## config.mk

```make
export PLATFORM = sky130hd
export DESIGN_NAME = fetch_queue
export DESIGN_NICKNAME = d
export VERILOG_FILES = /design/src/rtl/fetch_pkg.sv /design/src/rtl/fetch_fifo.sv /design/src/rtl/fetch_queue.sv
export SDC_FILE = /design/constraint.sdc
export NUM_CORES = 1
export LEC_CHECK = 0
export BUFFER_PORTS_ARGS = -buffer_cell sky130_fd_sc_hd__buf_2
export CAP_MARGIN = 10
export CELL_PAD_IN_SITES_DETAIL_PLACEMENT = 0
export CELL_PAD_IN_SITES_GLOBAL_PLACEMENT = 2
export CORE_UTILIZATION = 45
export CTS_BUF_LIST = sky130_fd_sc_hd__clkbuf_8
export DETAILED_ROUTE_END_ITERATION = 10
export PLACE_DENSITY_LB_ADDON = 0.25
export SYNTH_ARGS = -nofsm -noshare
export SYNTH_HDL_FRONTEND = slang
export SYNTH_HIERARCHICAL = 1
export SYNTH_SLANG_ARGS = --single-unit
```

## constraint.sdc

```tcl
create_clock -name clk_i -period 13.4 [get_ports clk_i]
set_input_delay 2.68 -clock clk_i [delete_from_list [all_inputs] [get_ports clk_i]]
set_output_delay 2.68 -clock clk_i [all_outputs]
set_load 0.1 [all_outputs]
```

## src/rtl/fetch_pkg.sv

```systemverilog
// Shared types and constants for the instruction fetch front end.
package fetch_pkg;

    localparam int FETCH_DEPTH   = 4;
    localparam int FETCH_DATA_W  = 64;
    localparam int FETCH_INSTR_W = 32;
    localparam int PC_STEP       = 4;

    typedef struct packed {
        logic [FETCH_INSTR_W-1:0] instr;
        logic [FETCH_DATA_W-1:0]  pc;
    } fetch_entry_t;

endpackage

```

## src/rtl/fetch_fifo.sv

```systemverilog
// In-order queue of fetched instructions; flush wins over push and pop.
module fetch_fifo
    import fetch_pkg::*;
#(
    parameter int  DEPTH   = FETCH_DEPTH,
    parameter type entry_t = fetch_entry_t
) (
    input  logic                     clk_i,
    input  logic                     rst_i,
    input  logic                     flush,
    input  logic                     push,
    input  entry_t                   push_data,
    input  logic                     pop,
    output entry_t                   head,
    output logic                     full,
    output logic                     empty,
    output logic [$clog2(DEPTH):0]   count
);

    localparam int AW = $clog2(DEPTH);
    localparam int CW = AW + 1;

    entry_t        mem [DEPTH];
    logic [AW-1:0] wr_ptr, rd_ptr;
    logic          do_push, do_pop;

    assign full    = (count == CW'(DEPTH));
    assign empty   = (count == '0);
    assign do_pop  = pop && !empty && !flush;
    // A push into a full queue is only safe when the head leaves the same cycle.
    assign do_push = push && !flush && (!full || do_pop);

    always_ff @(posedge clk_i or posedge rst_i) begin
        if (rst_i) begin
            wr_ptr <= '0;
            rd_ptr <= '0;
            count  <= '0;
        end else if (flush) begin
            wr_ptr <= '0;
            rd_ptr <= '0;
            count  <= '0;
        end else begin
            if (do_push) wr_ptr <= wr_ptr + AW'(1);
            if (do_pop)  rd_ptr <= rd_ptr + AW'(1);
            count <= count + CW'(do_push) - CW'(do_pop);
        end
    end

    always_ff @(posedge clk_i) begin
        if (do_push) mem[wr_ptr] <= push_data;
    end

    assign head = mem[rd_ptr];

endmodule

```

## src/rtl/fetch_queue.sv

```systemverilog
// Decoupled fetch front end: sequential PC requests, credit-limited, with
// redirect that flushes the queue and drops responses owed to the old stream.
module fetch_queue
    import fetch_pkg::*;
#(
    parameter int                    DATA_WIDTH    = FETCH_DATA_W,
    parameter int                    INSTR_WIDTH   = FETCH_INSTR_W,
    parameter int                    DEPTH         = FETCH_DEPTH,
    parameter logic [DATA_WIDTH-1:0] PC_START_ADDR = '0
) (
    input  logic                   clk_i,
    input  logic                   rst_i,
    input  logic                   redirect_i,
    input  logic [DATA_WIDTH-1:0]  redirect_pc_i,
    output logic                   imem_req_o,
    output logic [DATA_WIDTH-1:0]  imem_addr_o,
    input  logic                   imem_gnt_i,
    input  logic                   imem_rvalid_i,
    input  logic [INSTR_WIDTH-1:0] imem_rdata_i,
    output logic                   instr_valid_o,
    output logic [INSTR_WIDTH-1:0] instr_o,
    output logic [DATA_WIDTH-1:0]  pc_o,
    output logic [DATA_WIDTH-1:0]  pc_4_o,
    input  logic                   instr_ready_i
);

    localparam int CW = $clog2(DEPTH) + 1;
    localparam logic [DATA_WIDTH-1:0] STEP = DATA_WIDTH'(PC_STEP);

    typedef struct packed {
        logic [INSTR_WIDTH-1:0] instr;
        logic [DATA_WIDTH-1:0]  pc;
    } entry_t;

    logic [DATA_WIDTH-1:0] fetch_pc, resp_pc, redirect_base;
    logic [CW-1:0]         inflight, discard_cnt, q_count;
    logic [CW:0]           credit_used;
    logic                  q_full, q_empty;
    logic                  grant, rsp_take, push, pop;
    entry_t                push_entry, head;

    // Queued entries plus outstanding requests never exceed DEPTH, so every
    // response always has a slot waiting for it.
    assign credit_used   = {1'b0, q_count} + {1'b0, inflight};
    assign imem_req_o    = !rst_i && !redirect_i && (credit_used < (CW+1)'(DEPTH));
    assign imem_addr_o   = fetch_pc;
    assign grant         = imem_req_o && imem_gnt_i;
    assign rsp_take      = imem_rvalid_i && (inflight != '0);
    assign push          = rsp_take && !redirect_i && (discard_cnt == '0);
    assign pop           = instr_valid_o && instr_ready_i;
    assign redirect_base = {redirect_pc_i[DATA_WIDTH-1:2], 2'b00};

    assign push_entry.instr = imem_rdata_i;
    assign push_entry.pc    = resp_pc;

    always_ff @(posedge clk_i or posedge rst_i) begin
        if (rst_i) begin
            fetch_pc    <= PC_START_ADDR;
            resp_pc     <= PC_START_ADDR;
            inflight    <= '0;
            discard_cnt <= '0;
        end else if (redirect_i) begin
            // Everything still owed belongs to the old stream, minus the
            // response consumed (and dropped) right now.
            fetch_pc    <= redirect_base;
            resp_pc     <= redirect_base;
            inflight    <= inflight - CW'(rsp_take);
            discard_cnt <= inflight - CW'(rsp_take);
        end else begin
            if (grant) fetch_pc <= fetch_pc + STEP;
            inflight <= inflight + CW'(grant) - CW'(rsp_take);
            if (rsp_take) begin
                if (discard_cnt != '0) discard_cnt <= discard_cnt - CW'(1);
                else                   resp_pc     <= resp_pc + STEP;
            end
        end
    end

    fetch_fifo #(
        .DEPTH   (DEPTH),
        .entry_t (entry_t)
    ) u_fifo (
        .clk_i     (clk_i),
        .rst_i     (rst_i),
        .flush     (redirect_i),
        .push      (push),
        .push_data (push_entry),
        .pop       (pop),
        .head      (head),
        .full      (q_full),
        .empty     (q_empty),
        .count     (q_count)
    );

    assign instr_valid_o = !q_empty;
    assign instr_o       = instr_valid_o ? head.instr       : '0;
    assign pc_o          = instr_valid_o ? head.pc          : '0;
    assign pc_4_o        = instr_valid_o ? head.pc + STEP   : '0;

    assert property (@(posedge clk_i) disable iff (rst_i) !(push && q_full && !pop));

endmodule

```

==> flow_metrics.py <==
metrics = {
    "setup_path": {
        "critPathBufInv": 2,
        "path_delay_family": "simple AND/OR/NAND/NOR gates",
        "critical_path_arrival_ns": 5.44,
        "cp.required_ns": 10.72,
        "worstRegToRegCells": 12,
        "crit_slowest_cell": "buf_4",
        "crit_chain": "buf_4, mux4_2, nand4_1, or4_4, or3_1, or4_1, a21oi_1, buf_2",
        "rrSetupSlack_ns": 9.43,
        "critPathLaunchType": "flip-flop",
        "cp-startpoint": "u_fifo/rd_ptr[1]$_DFFE_PP0P_",
        "rr_endpoint": "inflight[2]$_DFF_PP0_",
        "timing.rr.start": "inflight[2]$_DFF_PP0_",
        "worstSetupEndpointType": "primary output",
        "slowest_delay_ns": 0.80,
        "crit_type": "reg2out",
        "crit_fanout": 61,
    },
    "drt": {
        "ant_nets": 0,
        "dr.pass1.iters": 5,
        "vias": 17300,
        "drc": 0,
        "routedWlPerCell_um": 22.8,
        "first_iter_violations": 1309,
        "drt-total-wl_um": 67600,
        "routed_via_density": 5.83,
    },
    "sta": {
        "finalCritPeriodShare": 0.606,
        "setup_tns_ns": 0,
        "slew_violations": 0,
        "skew_ns": 0.0281,
        "finalHoldViolCount": 0,
        "max_freq_ghz": 0.123,
        "rsz0062_at_grt": "false",
        "min_period_ns": 8.12,
        "timing.slew.headroom": 0.182,
        "worst_pin_slew_ns": 1.22,
        "setup_viol": 0,
    },
    "clock_network": {
        "postCtsResizedCells": 0,
        "cts.htree.levels": 3,
        "clk_pin_slew_ns": 0.06,
        "post_cts_buffers": 0,
        "cts_hold_buf": 0,
        "cts.sinks": 521,
        "cts_buffer_depth": 3,
        "cts_buffers": 85,
        "clock_latency_ns": 0.65,
        "clock-root-buffer": "clkbuf_8",
        "cts_tree": "yes",
    },
    "pwr": {
        "internal_power_w": 0.00273,
        "power_leakage_nw": 10.4,
        "p_comb_frac": 0.169,
        "p_seq_frac": 0.483,
        "power_w": 0.00398,
        "power.density_mw_per_mm2": 139,
        "power_frac_clock": 0.347,
        "ir_drop_mv": 0.0787,
        "swShare": 0.315,
        "p_sw_w": 0.00125,
    },
    "placed_design": {
        "dpl_cell_area_mm2": 0.0269,
        "routabilityCongestion": 0.873,
        "dp_hpwl_um": 46000,
        "io_buffers": 323,
    },
    "floorplan": {
        "die-height_um": 236,
        "row_count": 85,
        "ios": 328,
        "initial_core_util": 0.457,
        "die-area_mm2": 0.0558,
        "die_w_um": 236,
        "coreArea_mm2": 0.0540,
    },
    "outcome": {
        "status": "completed",
    },
    "synth": {
        "yosysWarningCount": 6,
        "syn-cell-area_mm2": 0.0247,
        "avgSynthCellArea_um2": 13.2,
        "synth_cells": 1871,
    },
    "layout": {
        "syn2layout_area_growth_pct": 15.9,
        "layout_common_cells": "edfxtp_1, buf_2, dfrtp_1",
        "nets": 2324,
        "drive_gt1_frac": 0.263,
        "final_cell_area_mm2": 0.0286,
        "final_common_cell": "edfxtp_1",
    },
    "grt": {
        "grt_max_degree": 95,
        "grt_pass1_wl_um": 102000,
        "antenna_found_initial": 4,
        "grtUsageTotal": 0.242,
        "grt-ovfl-total": 0,
        "grt_pass1_vias": 16700,
    },
    "hold_path": {
        "worstHoldStart": "inflight[2]$_DFF_PP0_",
        "min_to": "inflight[2]$_DFF_PP0_",
        "hp-class": "reg2reg",
        "whs_path_depth": 1,
    },
    "run": {
        "drv_cap": 0,
    },
}
how the worst max path moves through the flow:
stage / end / cells past startpoint
after floorplan: pc_4_o[53] / 8
after global placement: pc_4_o[61] / 8
after detailed placement: pc_4_o[55] / 8
after CTS: pc_4_o[61] / 8
after global routing: pc_4_o[48] / 8
final: pc_4_o[61] / 8
sequential cells by signal, summed over array words and instances, names as in the netlist:
signal         count
u_fifo/wr_ptr      2
discard_cnt        3
inflight           3
u_fifo/mem       384
u_fifo/rd_ptr      2
resp_pc           62
u_fifo/count       3
imem_addr_o       62
power by group through the flow:
stage                     registers [W]  logic, W  clock network, W
after floorplan                 0.00208  0.000374                 0
after global placement          0.00195  0.000667                 0
after detailed placement        0.00195  0.000676                 0
after CTS                       0.00192  0.000677           0.00142
after global routing            0.00193  0.000714           0.00149
final                           0.00192  0.000674           0.00138
stage by stage:
step	util	hold WS, ns	worst slack [ns]	cells
floorplan	-	0.489	6.58	1880
global placement	0.498	0.538	5.89	2813
detailed placement	0.498	0.559	5.87	2813
CTS	0.529	0.567	5.14	2964
global route	0.529	0.582	4.92	2964
finish	0.529	0.568	5.28	2965
cell type report:
class,count,area (um^2)
clock inverter,59,430
sequential,521,15000
timing repair buffer,339,1740
multi-input combinational,1215,9160
antenna,1,2.50
clock buffer,92,1270
fill,4654,25400
tap,696,871
inverter,42,160
layer usage:
metal,wire length (um),GRT usage
met2,30600,0.358
met1,30100,0.354
met3,4930,0.0479
met4,1890,0.0866
met5,53,0
Note: power is estimated with default switching activity, not from simulation.
